==> config.mk <==
export PLATFORM = sky130hd
export DESIGN_NAME = vga_timing_decoder
export DESIGN_NICKNAME = d
export VERILOG_FILES = /design/src/rtl/vga_timing_decoder.sv
export SDC_FILE = /design/constraint.sdc
export NUM_CORES = 1
export LEC_CHECK = 0
export CORE_MARGIN = 1
export CORE_UTILIZATION = 41
export DETAILED_ROUTE_END_ITERATION = 10
export GPL_TIMING_DRIVEN = 0
export SLEW_MARGIN = 40
export SYNTH_ARGS = -nofsm -noshare
export SYNTH_HDL_FRONTEND = slang
export SYNTH_SLANG_ARGS = --single-unit
==> constraint.sdc <==
create_clock -name clk -period 3.6 [get_ports clk]
set_input_delay 1.08 -clock clk [delete_from_list [all_inputs] [get_ports clk]]
set_output_delay 1.08 -clock clk [all_outputs]
set_load 0.02 [all_outputs]
==> src/rtl/vga_timing_decoder.sv <==
// VGA sync decoder: recovers pixel position from active-low h/v sync,
// measures line/frame geometry, tracks lock against nominal timing and
// regenerates active-area coordinates with a data-enable.
module vga_timing_decoder #(
  parameter int unsigned H_TOTAL     = 800,
  parameter int unsigned H_SYNC      = 96,
  parameter int unsigned H_ACT_START = 144,
  parameter int unsigned H_ACTIVE    = 640,
  parameter int unsigned V_TOTAL     = 525,
  parameter int unsigned V_SYNC      = 2,
  parameter int unsigned V_ACT_START = 35,
  parameter int unsigned V_ACTIVE    = 480,
  parameter int unsigned LOCK_FRAMES = 2
) (
  input  logic       clk,
  input  logic       reset,
  input  logic       pix_en,
  input  logic       h_sync,
  input  logic       v_sync,
  input  logic       clr_err,
  output logic [9:0] x,
  output logic [9:0] y,
  output logic       de,
  output logic       frame_start,
  output logic       locked,
  output logic       h_err,
  output logic       v_err,
  output logic [9:0] line_len,
  output logic [9:0] frame_lines
);

  localparam int unsigned CW = $clog2(LOCK_FRAMES + 1);

  localparam logic [9:0]    POS_MAX  = '1;
  localparam logic [9:0]    H_TOT_W  = 10'(H_TOTAL);
  localparam logic [9:0]    H_SYN_W  = 10'(H_SYNC);
  localparam logic [9:0]    V_TOT_W  = 10'(V_TOTAL);
  localparam logic [9:0]    V_SYN_W  = 10'(V_SYNC);
  localparam logic [9:0]    H_WIN_LO = 10'(H_ACT_START);
  localparam logic [9:0]    H_WIN_HI = 10'(H_ACT_START + H_ACTIVE);
  localparam logic [9:0]    V_WIN_LO = 10'(V_ACT_START);
  localparam logic [9:0]    V_WIN_HI = 10'(V_ACT_START + V_ACTIVE);
  localparam logic [CW-1:0] CNT_MAX  = CW'(LOCK_FRAMES);

  logic          hs_q, vs_q;
  logic [9:0]    h_pos, v_pos;
  logic          seen_h, seen_v;
  logic          v_in_sync;
  logic          frame_bad;
  logic [CW-1:0] good_cnt;

  logic          h_fall, h_rise, v_fall;
  logic [9:0]    h_plus, v_plus, h_inc, v_inc;
  logic          line_bad, h_width_bad, v_width_bad, sync_lost, frame_good, win;
  logic [CW-1:0] cnt_inc;

  // Edge detection, measurements and per-pixel error conditions
  always_comb begin
    h_fall      = pix_en & hs_q & ~h_sync;
    h_rise      = pix_en & ~hs_q & h_sync;
    v_fall      = h_fall & vs_q & ~v_sync;
    h_plus      = h_pos + 10'd1;
    v_plus      = v_pos + 10'd1;
    h_inc       = (h_pos == POS_MAX) ? POS_MAX : h_plus;
    v_inc       = (v_pos == POS_MAX) ? POS_MAX : v_plus;
    line_bad    = h_fall & seen_h & (h_plus != H_TOT_W);
    h_width_bad = h_rise & seen_h & (h_plus != H_SYN_W);
    // v_sync rise is only observed at a line start; width is lines since v_fall
    v_width_bad = h_fall & v_in_sync & v_sync & (v_plus != V_SYN_W);
    sync_lost   = pix_en & ~h_fall & (h_inc == POS_MAX);
    frame_good  = (v_plus == V_TOT_W) & ~frame_bad & ~line_bad;
    cnt_inc     = (good_cnt == CNT_MAX) ? good_cnt : good_cnt + CW'(1);
    win         = locked & (h_pos >= H_WIN_LO) & (h_pos < H_WIN_HI)
                         & (v_pos >= V_WIN_LO) & (v_pos < V_WIN_HI);
  end

  // Sync sampling, position counters and line/frame measurements
  always_ff @(posedge clk or posedge reset) begin
    if (reset) begin
      hs_q        <= 1'b1;
      vs_q        <= 1'b1;
      h_pos       <= '0;
      v_pos       <= '0;
      seen_h      <= 1'b0;
      seen_v      <= 1'b0;
      v_in_sync   <= 1'b0;
      line_len    <= '0;
      frame_lines <= '0;
    end else if (pix_en) begin
      hs_q <= h_sync;
      vs_q <= v_sync;
      if (h_fall) begin
        h_pos  <= '0;
        seen_h <= 1'b1;
        if (seen_h) line_len <= h_plus;
        if (v_fall) begin
          v_pos     <= '0;
          seen_v    <= 1'b1;
          v_in_sync <= 1'b1;
          if (seen_v) frame_lines <= v_plus;
        end else begin
          v_pos <= v_inc;
          if (v_sync) v_in_sync <= 1'b0;
        end
      end else begin
        h_pos <= h_inc;
        if (sync_lost) seen_h <= 1'b0;
      end
    end
  end

  // Lock tracking and sticky error flags
  always_ff @(posedge clk or posedge reset) begin
    if (reset) begin
      good_cnt  <= '0;
      locked    <= 1'b0;
      frame_bad <= 1'b0;
      h_err     <= 1'b0;
      v_err     <= 1'b0;
    end else begin
      if (h_width_bad | line_bad) h_err <= 1'b1;
      else if (clr_err)           h_err <= 1'b0;
      if (v_width_bad)            v_err <= 1'b1;
      else if (clr_err)           v_err <= 1'b0;
      if (v_fall) begin
        frame_bad <= 1'b0;
        if (seen_v) begin
          if (frame_good) begin
            good_cnt <= cnt_inc;
            locked   <= (cnt_inc == CNT_MAX);
          end else begin
            good_cnt <= '0;
            locked   <= 1'b0;
          end
        end else if (line_bad) begin
          locked <= 1'b0;
        end
      end else if (pix_en) begin
        if (line_bad | h_width_bad | v_width_bad | sync_lost) frame_bad <= 1'b1;
        if (line_bad) locked <= 1'b0;
        if (sync_lost) begin
          good_cnt <= '0;
          locked   <= 1'b0;
        end
      end
    end
  end

  // Active-window outputs, one pixel behind the position counters
  always_ff @(posedge clk or posedge reset) begin
    if (reset) begin
      de          <= 1'b0;
      x           <= '0;
      y           <= '0;
      frame_start <= 1'b0;
    end else begin
      frame_start <= v_fall;
      if (pix_en) begin
        de <= win;
        x  <= win ? h_pos - H_WIN_LO : '0;
        y  <= win ? v_pos - V_WIN_LO : '0;
      end
    end
  end

endmodule

==> results of run 1 <==
## state kept, by name, summed over array words and instances (netlist names), 2 cells and up
signal and flops:
frame_lines 10, line_len 10, y 10, x 10, good_cnt 2, v_pos 10, h_pos 10
## worst max-delay path by stage
| stage | depth (start not counted) | endpoint | start | slack (ps) |
|---|---|---|---|---|
| floorplan | 1 | de | reset | 670 |
| global placement | 2 | y[6] | reset | -650 |
| detailed placement | 8 | locked | h_sync | 200 |
| CTS | 8 | locked | h_sync | 560 |
| global route | 8 | locked | h_sync | 400 |
| finish | 8 | locked | h_sync | 560 |
## Yosys cell counts (4+ instances only)
cell | instances | area (sq um)
o211ai_1 | 5 | 37.5
ha_1 | 9 | 113
a21oi_1 | 29 | 145
a211oi_1 | 4 | 30.0
nor2_1 | 20 | 75.1
clkbuf_1 | 16 | 60.1
a31oi_1 | 5 | 31.3
o21ai_0 | 32 | 160
xor2_1 | 7 | 61.3
a21o_1 | 4 | 30.0
dfrtp_1 | 71 | 1780
nand2_1 | 44 | 165
o2bb2ai_1 | 21 | 184
and3_1 | 7 | 43.8
nand3_1 | 11 | 55.1
nor3_1 | 5 | 25.0
inv_1 | 17 | 63.8
nand3b_1 | 4 | 30.0
buf_2 | 13 | 65.1
xnor2_1 | 24 | 210
nand4_1 | 6 | 37.5
## worst min-delay path, delay by kind of cell, from the launching register on
family / cells / cell delay (ps)
DFF: 1 / 350
and+or+nand+nor: 2 / 100
## per-layer routing
metal	part of all wire	vias to the layer above	global-route usage	wire length (um)
li1	-	1611	-	-
met1	0.52	1587	0.315	5010
met4	0.0093	0	0.0792	90
met3	0.053	6	0.0340	514
met5	0	-	0	0
met2	0.42	86	0.290	4090
## layout make-up
type | count | share of cell area
clock buffers | 9 | 0.0252
inverters | 19 | 0.0155
flip-flops and latches | 73 | 0.373
repair buffers | 50 | 0.106
plain buffers | 33 | 0.0324
clock inverters | 6 | 0.0171
multi-input cells | 294 | 0.399
well taps | 129 | 0.0329
## cell usage in the layout, fill, tap and decap left out, types with 4 or more instances in the layout
master and count:
nor3_1 5, and3_1 7, o211ai_1 5, xnor2_1 24, o2bb2ai_1 21, nand4_1 6
a21oi_1 29, clkbuf_1 16, nor2_1 20, o21ai_0 32, nand2_1 44, inv_1 16
a31oi_1 5, a21o_1 4, clkdlybuf4s50_1 49, nand3_1 11, dfrtp_1 71, xor2_1 7
ha_1 9, buf_2 13, clkbuf_8 9, nand3b_1 4, a211oi_1 4
## cell families after synthesis
group	count (synthesis)	share of synthesized area
compound gates	120	0.200
xor+xnor	31	0.0676
fa+ha+maj	9	0.0280
buf+inv	52	0.0573
flops	73	0.455
mux	3	0.00841
simple gates	131	0.184
## where the power goes
part | internal (mW) | switching (mW)
clock | 0.384 | 0.305
sequential | 0.925 | 0.0988
combinational | 0.308 | 0.427
total | 1.62 | 0.831
## through the flow
step / instances / instance area (sq um) / TNS [ps]
floorplan: 419 / 4020 / 0
global placement: 597 / 4670 / -45820
detailed placement: 598 / 4700 / 0
CTS: 613 / 4910 / 0
global route: 613 / 4910 / 0
finish: 613 / 4910 / 0
==> flow_metrics.env, run 1 <==
export IMPL_status="complete, no violations"
export IMPL_vias=3290
export IMPL_avgSynthCellArea_sq_um=9.59
export IMPL_grtUsageTotal=0.206
export IMPL_hp_start="frame_lines[2]"
export IMPL_start_kind="input pin"
export IMPL_dp_hpwl_um=7110
export IMPL_r2r_end="good_cnt[1]"
export IMPL_antenna_found_initial=0
export IMPL_tightest_slew_ps=700
export IMPL_cpLargestDelayFamily="simple AND/OR/NAND/NOR gates"
export IMPL_cp_required_ps=3860
export IMPL_p_leak_nw=2.11
export IMPL_nets=495
export IMPL_die_x_um=101
export IMPL_ys_seq_area_frac=0.455
export IMPL_fin_util=0.524
export IMPL_syn_cell_area_sq_mm=0.00402
export IMPL_die_y_um=101
export IMPL_multi_input_area_sq_mm=0.00196
export IMPL_drt_iter0_markers=303
export IMPL_maxCapViolCount=0
export IMPL_fin_skew_ps=9.77
export IMPL_synthFlopType="dfrtp_1"
export IMPL_slew_viol_final=0
export IMPL_core_area_sq_mm=0.00937
export IMPL_cp_data_arrival_time_ps=3310
export IMPL_peakVddDrop_mv=0.202
export IMPL_gp_congestion=0.859
export IMPL_worstPathCellList="clkdlybuf4s50_1 > nand2b_2 > nor2_8 > nand3b_4 > inv_2 > nand2_1 > or4_1 > a211oi_2"
export IMPL_htreeDepth=3
export IMPL_post_route_drc_count=0
export IMPL_fmax_mhz=328
export IMPL_synth_seq_cells=73
export IMPL_dieArea_sq_mm=0.0102
export IMPL_synthArstFlopShare=1.00
export IMPL_reg2reg_depth=9
export IMPL_n_antenna_cell=0
export IMPL_seqCellArea_sq_mm=0.00183
export IMPL_grt_pass1_wl_um=16200
export IMPL_setup_slack_ps=556
export IMPL_wl_per_cell_um=15.8
export IMPL_total_power_mw=2.45
export IMPL_cts_buffer_depth=2
export IMPL_cts_tree="yes"
export IMPL_holdPathStages=2
export IMPL_post_route_period_util=0.846
export IMPL_path_buf_inv=2
export IMPL_cts_buffers=9
export IMPL_totalWireLength_um=9700
export IMPL_min_to="frame_lines[2]"
export IMPL_port_buffers=49
export IMPL_path_max_fanout=9
export IMPL_area_growth_pct=22.2
export IMPL_drt_pass1_iter_count=5
export IMPL_first_global_vias=3196
export IMPL_ant_nets=0
export IMPL_holdBufCountCts=0
export IMPL_row_count=35
export IMPL_boundaryPins=51
export IMPL_pre_cts_slack_ps=198
export IMPL_clk_pin_slew_ps=70
export IMPL_layout_min_cycle_time_ps=3040
export IMPL_relSlewSlack=0.526
export IMPL_grt_overflow_total=0
export IMPL_synth_edf_count=0
export IMPL_max_stage_delay_ps=540
export IMPL_reg2reg_slack_ps=980
export IMPL_vias_per_cell=5.37
export IMPL_cts_root_buf="clkbuf_8"
export IMPL_drive_above_1_share=0.114
export IMPL_postCtsSetupRepairBufs=0
export IMPL_slowest_stage="or4_1"
export IMPL_cts_sinks=73
export IMPL_reg2reg_from="h_pos[0]"
export IMPL_holdCritPathClass="reg -> reg"
export IMPL_whs_ps=476
export IMPL_endpoint_kind="register"
export IMPL_synthCells=419
export IMPL_worstSkewPairLatency_ps=350
export IMPL_timing_setup_critical_path_class="in -> reg"
export IMPL_synth_nets=434
export IMPL_start_util=0.429
export IMPL_yosys_warnings=0
export IMPL_postCtsResizedCells=0
export IMPL_setup_viol=0
export IMPL_rsz0062_at_grt="false"
export IMPL_p_per_area_mw_per_mm2=499
export IMPL_yosysUniqueCellTypes=64
export IMPL_grt_max_degree=52
export IMPL_nFillCells=914
export IMPL_hold_viol=0
Note: power is estimated with default switching activity, not from simulation.
==> run 2, diff against run 1 <==
==> constraint.sdc (replaced) <==
create_clock -name clk -period 2.7 [get_ports clk]
set_input_delay 0.81 -clock clk [delete_from_list [all_inputs] [get_ports clk]]
set_output_delay 0.81 -clock clk [all_outputs]
set_load 0.02 [all_outputs]
==> run 2 against run 1 <==
Against the previous run: global-route usage stayed put; count of clock-buffer cells in the layout stayed put; sequential cell count stayed put; final cell count is 0.65% higher; register-to-register slack worse by 770 ps; clock skew is 3.8 ps higher; non-clock buffer count is 4 higher; largest cell class unchanged; highest routed layer unchanged; power is 34% higher.
==> flow_metrics.env, run 2 (synthesized netlist as in run 1, its figures left out) <==
export IMPL_setup_viol=0
export IMPL_wl_per_cell_um=15.9
export IMPL_nFillCells=913
export IMPL_multi_input_area_sq_mm=0.00197
export IMPL_drt_pass1_iter_count=5
export IMPL_cp_required_ps=2960
export IMPL_mostFrequentLayoutCells="dfrtp_1 (70), clkdlybuf4s50_1 (49), nand2_1 (44), o21ai_0 (32), a21oi_1 (29)"
export IMPL_ant_nets=0
export IMPL_peakVddDrop_mv=0.268
export IMPL_grtUsageTotal=0.206
export IMPL_fmax_mhz=388
export IMPL_vias_per_cell=5.41
export IMPL_start_util=0.429
export IMPL_r2r_end="good_cnt[1]"
export IMPL_drive_above_1_share=0.127
export IMPL_cts_root_buf="clkbuf_8"
export IMPL_vias=3340
export IMPL_htreeDepth=3
export IMPL_post_route_period_util=0.954
export IMPL_p_leak_nw=2.14
export IMPL_max_stage_delay_ps=540
export IMPL_timing_setup_critical_path_class="in -> reg"
export IMPL_final_cell_area_sq_mm=0.00496
export IMPL_start_kind="input pin"
export IMPL_post_route_drc_count=0
export IMPL_die_x_um=101
export IMPL_worstSkewPairLatency_ps=350
export IMPL_endpoint="locked"
export IMPL_slowest_stage="or4_1"
export IMPL_grt_max_degree=52
export IMPL_n_antenna_cell=0
export IMPL_worstPathCellList="clkdlybuf4s50_1 > nand2b_4 > nor2_8 > nand3b_4 > inv_6 > nand2_1 > or4_1 > a211oi_2"
export IMPL_final_common_cell="dfrtp_1"
export IMPL_cts_sinks=73
export IMPL_setup_slack_ps=125
export IMPL_reg2reg_from="h_pos[0]"
export IMPL_path_max_fanout=9
export IMPL_seqCellArea_sq_mm=0.00183
export IMPL_relSlewSlack=0.532
export IMPL_reg2reg_depth=9
export IMPL_die_y_um=101
export IMPL_drt_iter0_markers=329
export IMPL_fin_skew_ps=13.5
export IMPL_p_per_area_mw_per_mm2=659
export IMPL_cts_tree="yes"
export IMPL_pre_cts_slack_ps=-432
export IMPL_layout_min_cycle_time_ps=2580
export IMPL_tightest_slew_ps=692
export IMPL_endpoint_kind="register"
export IMPL_startpoint="h_sync"
export IMPL_cts_buffers=9
export IMPL_cts_buffer_depth=2
export IMPL_slew_viol_final=0
export IMPL_nets=499
export IMPL_antenna_found_initial=0
export IMPL_grt_overflow_total=0
export IMPL_boundaryPins=51
export IMPL_dpl_instance_area_sq_mm=0.00470
export IMPL_maxCapViolCount=0
export IMPL_port_buffers=49
export IMPL_totalWireLength_um=9790
export IMPL_core_area_sq_mm=0.00937
export IMPL_holdCritPathClass="reg -> reg"
export IMPL_area_growth_pct=23.5
export IMPL_reg2reg_slack_ps=210
export IMPL_clk_pin_slew_ps=70
export IMPL_row_count=35
export IMPL_fin_tns_setup_ps=0
export IMPL_cp_data_arrival_time_ps=2840
export IMPL_first_global_vias=3196
export IMPL_gp_congestion=0.859
export IMPL_hold_viol=0
export IMPL_grt_pass1_wl_um=16200
export IMPL_dieArea_sq_mm=0.0102
export IMPL_dp_hpwl_um=7110
export IMPL_status="complete, no violations"
-- run 2: worst max-delay path: cells and delay by family --
family	cells	cell delay, ps
AO/OA/AOI/OAI	1	220
AND/OR/NAND/NOR	5	1170
buffers and inverters	2	630
-- run 2: cell type report --
| cell class | count | area share |
|---|---|---|
| Buffer | 33 | 0.0320 |
| Tap cell | 129 | 0.0325 |
| Clock inverter | 6 | 0.0169 |
| Sequential cell | 73 | 0.369 |
| Inverter | 19 | 0.0164 |
| Timing Repair Buffer | 54 | 0.110 |
| Multi-Input combinational cell | 294 | 0.398 |
| Clock buffer | 9 | 0.0250 |
-- run 2: worst min path at each step --
| stage | start | to | slack [ps] | depth (start not counted) |
|---|---|---|---|---|
| floorplan | seen_v | seen_v | 460 | 1 |
| global placement | frame_lines[0] | frame_lines[0] | 460 | 2 |
| detailed placement | frame_lines[2] | frame_lines[2] | 470 | 2 |
| CTS | frame_lines[2] | frame_lines[2] | 490 | 2 |
| global route | frame_lines[0] | frame_lines[0] | 500 | 2 |
| finish | frame_lines[2] | frame_lines[2] | 480 | 2 |
-- run 2: stage by stage --
step	hold WS [ps]	util	power [mW]	std cells
5_1_grt	499	0.529	3.46	617
3_5_place_dp	469	0.502	2.36	598
3_3_place_gp	462	0.498	2.34	597
4_1_cts	486	0.525	3.29	613
2_1_floorplan	463	-	2.02	419
6_report	476	0.529	3.27	617
-- run 2: layer usage --
metal  GRT usage  routed length (um)  vias to the layer above
li1            -                   -                     1621
met4      0.0792                  89                        0
met2       0.290                4080                      111
met1       0.315                5020                     1600
met5           0                   0                        -
met3      0.0340                 607                        8
-- run 2: repair_timing --
item                                    in CTS  in global routing
endpoints found under the setup margin       1                  4
hold buffers                                 0                  0
setup buffers                                0                  4
pin swaps                                    0                  3
cloned                                       0                  0
resized for setup                            2                  4
-- run 2: where the power goes --
part	leakage, nW	total (mW)	switching, mW	internal [mW]
Sequential	0.971	1.37	0.133	1.23
Combinational	1.06	0.981	0.567	0.414
Clock	0.109	0.922	0.409	0.512
Total	2.14	3.27	1.11	2.16
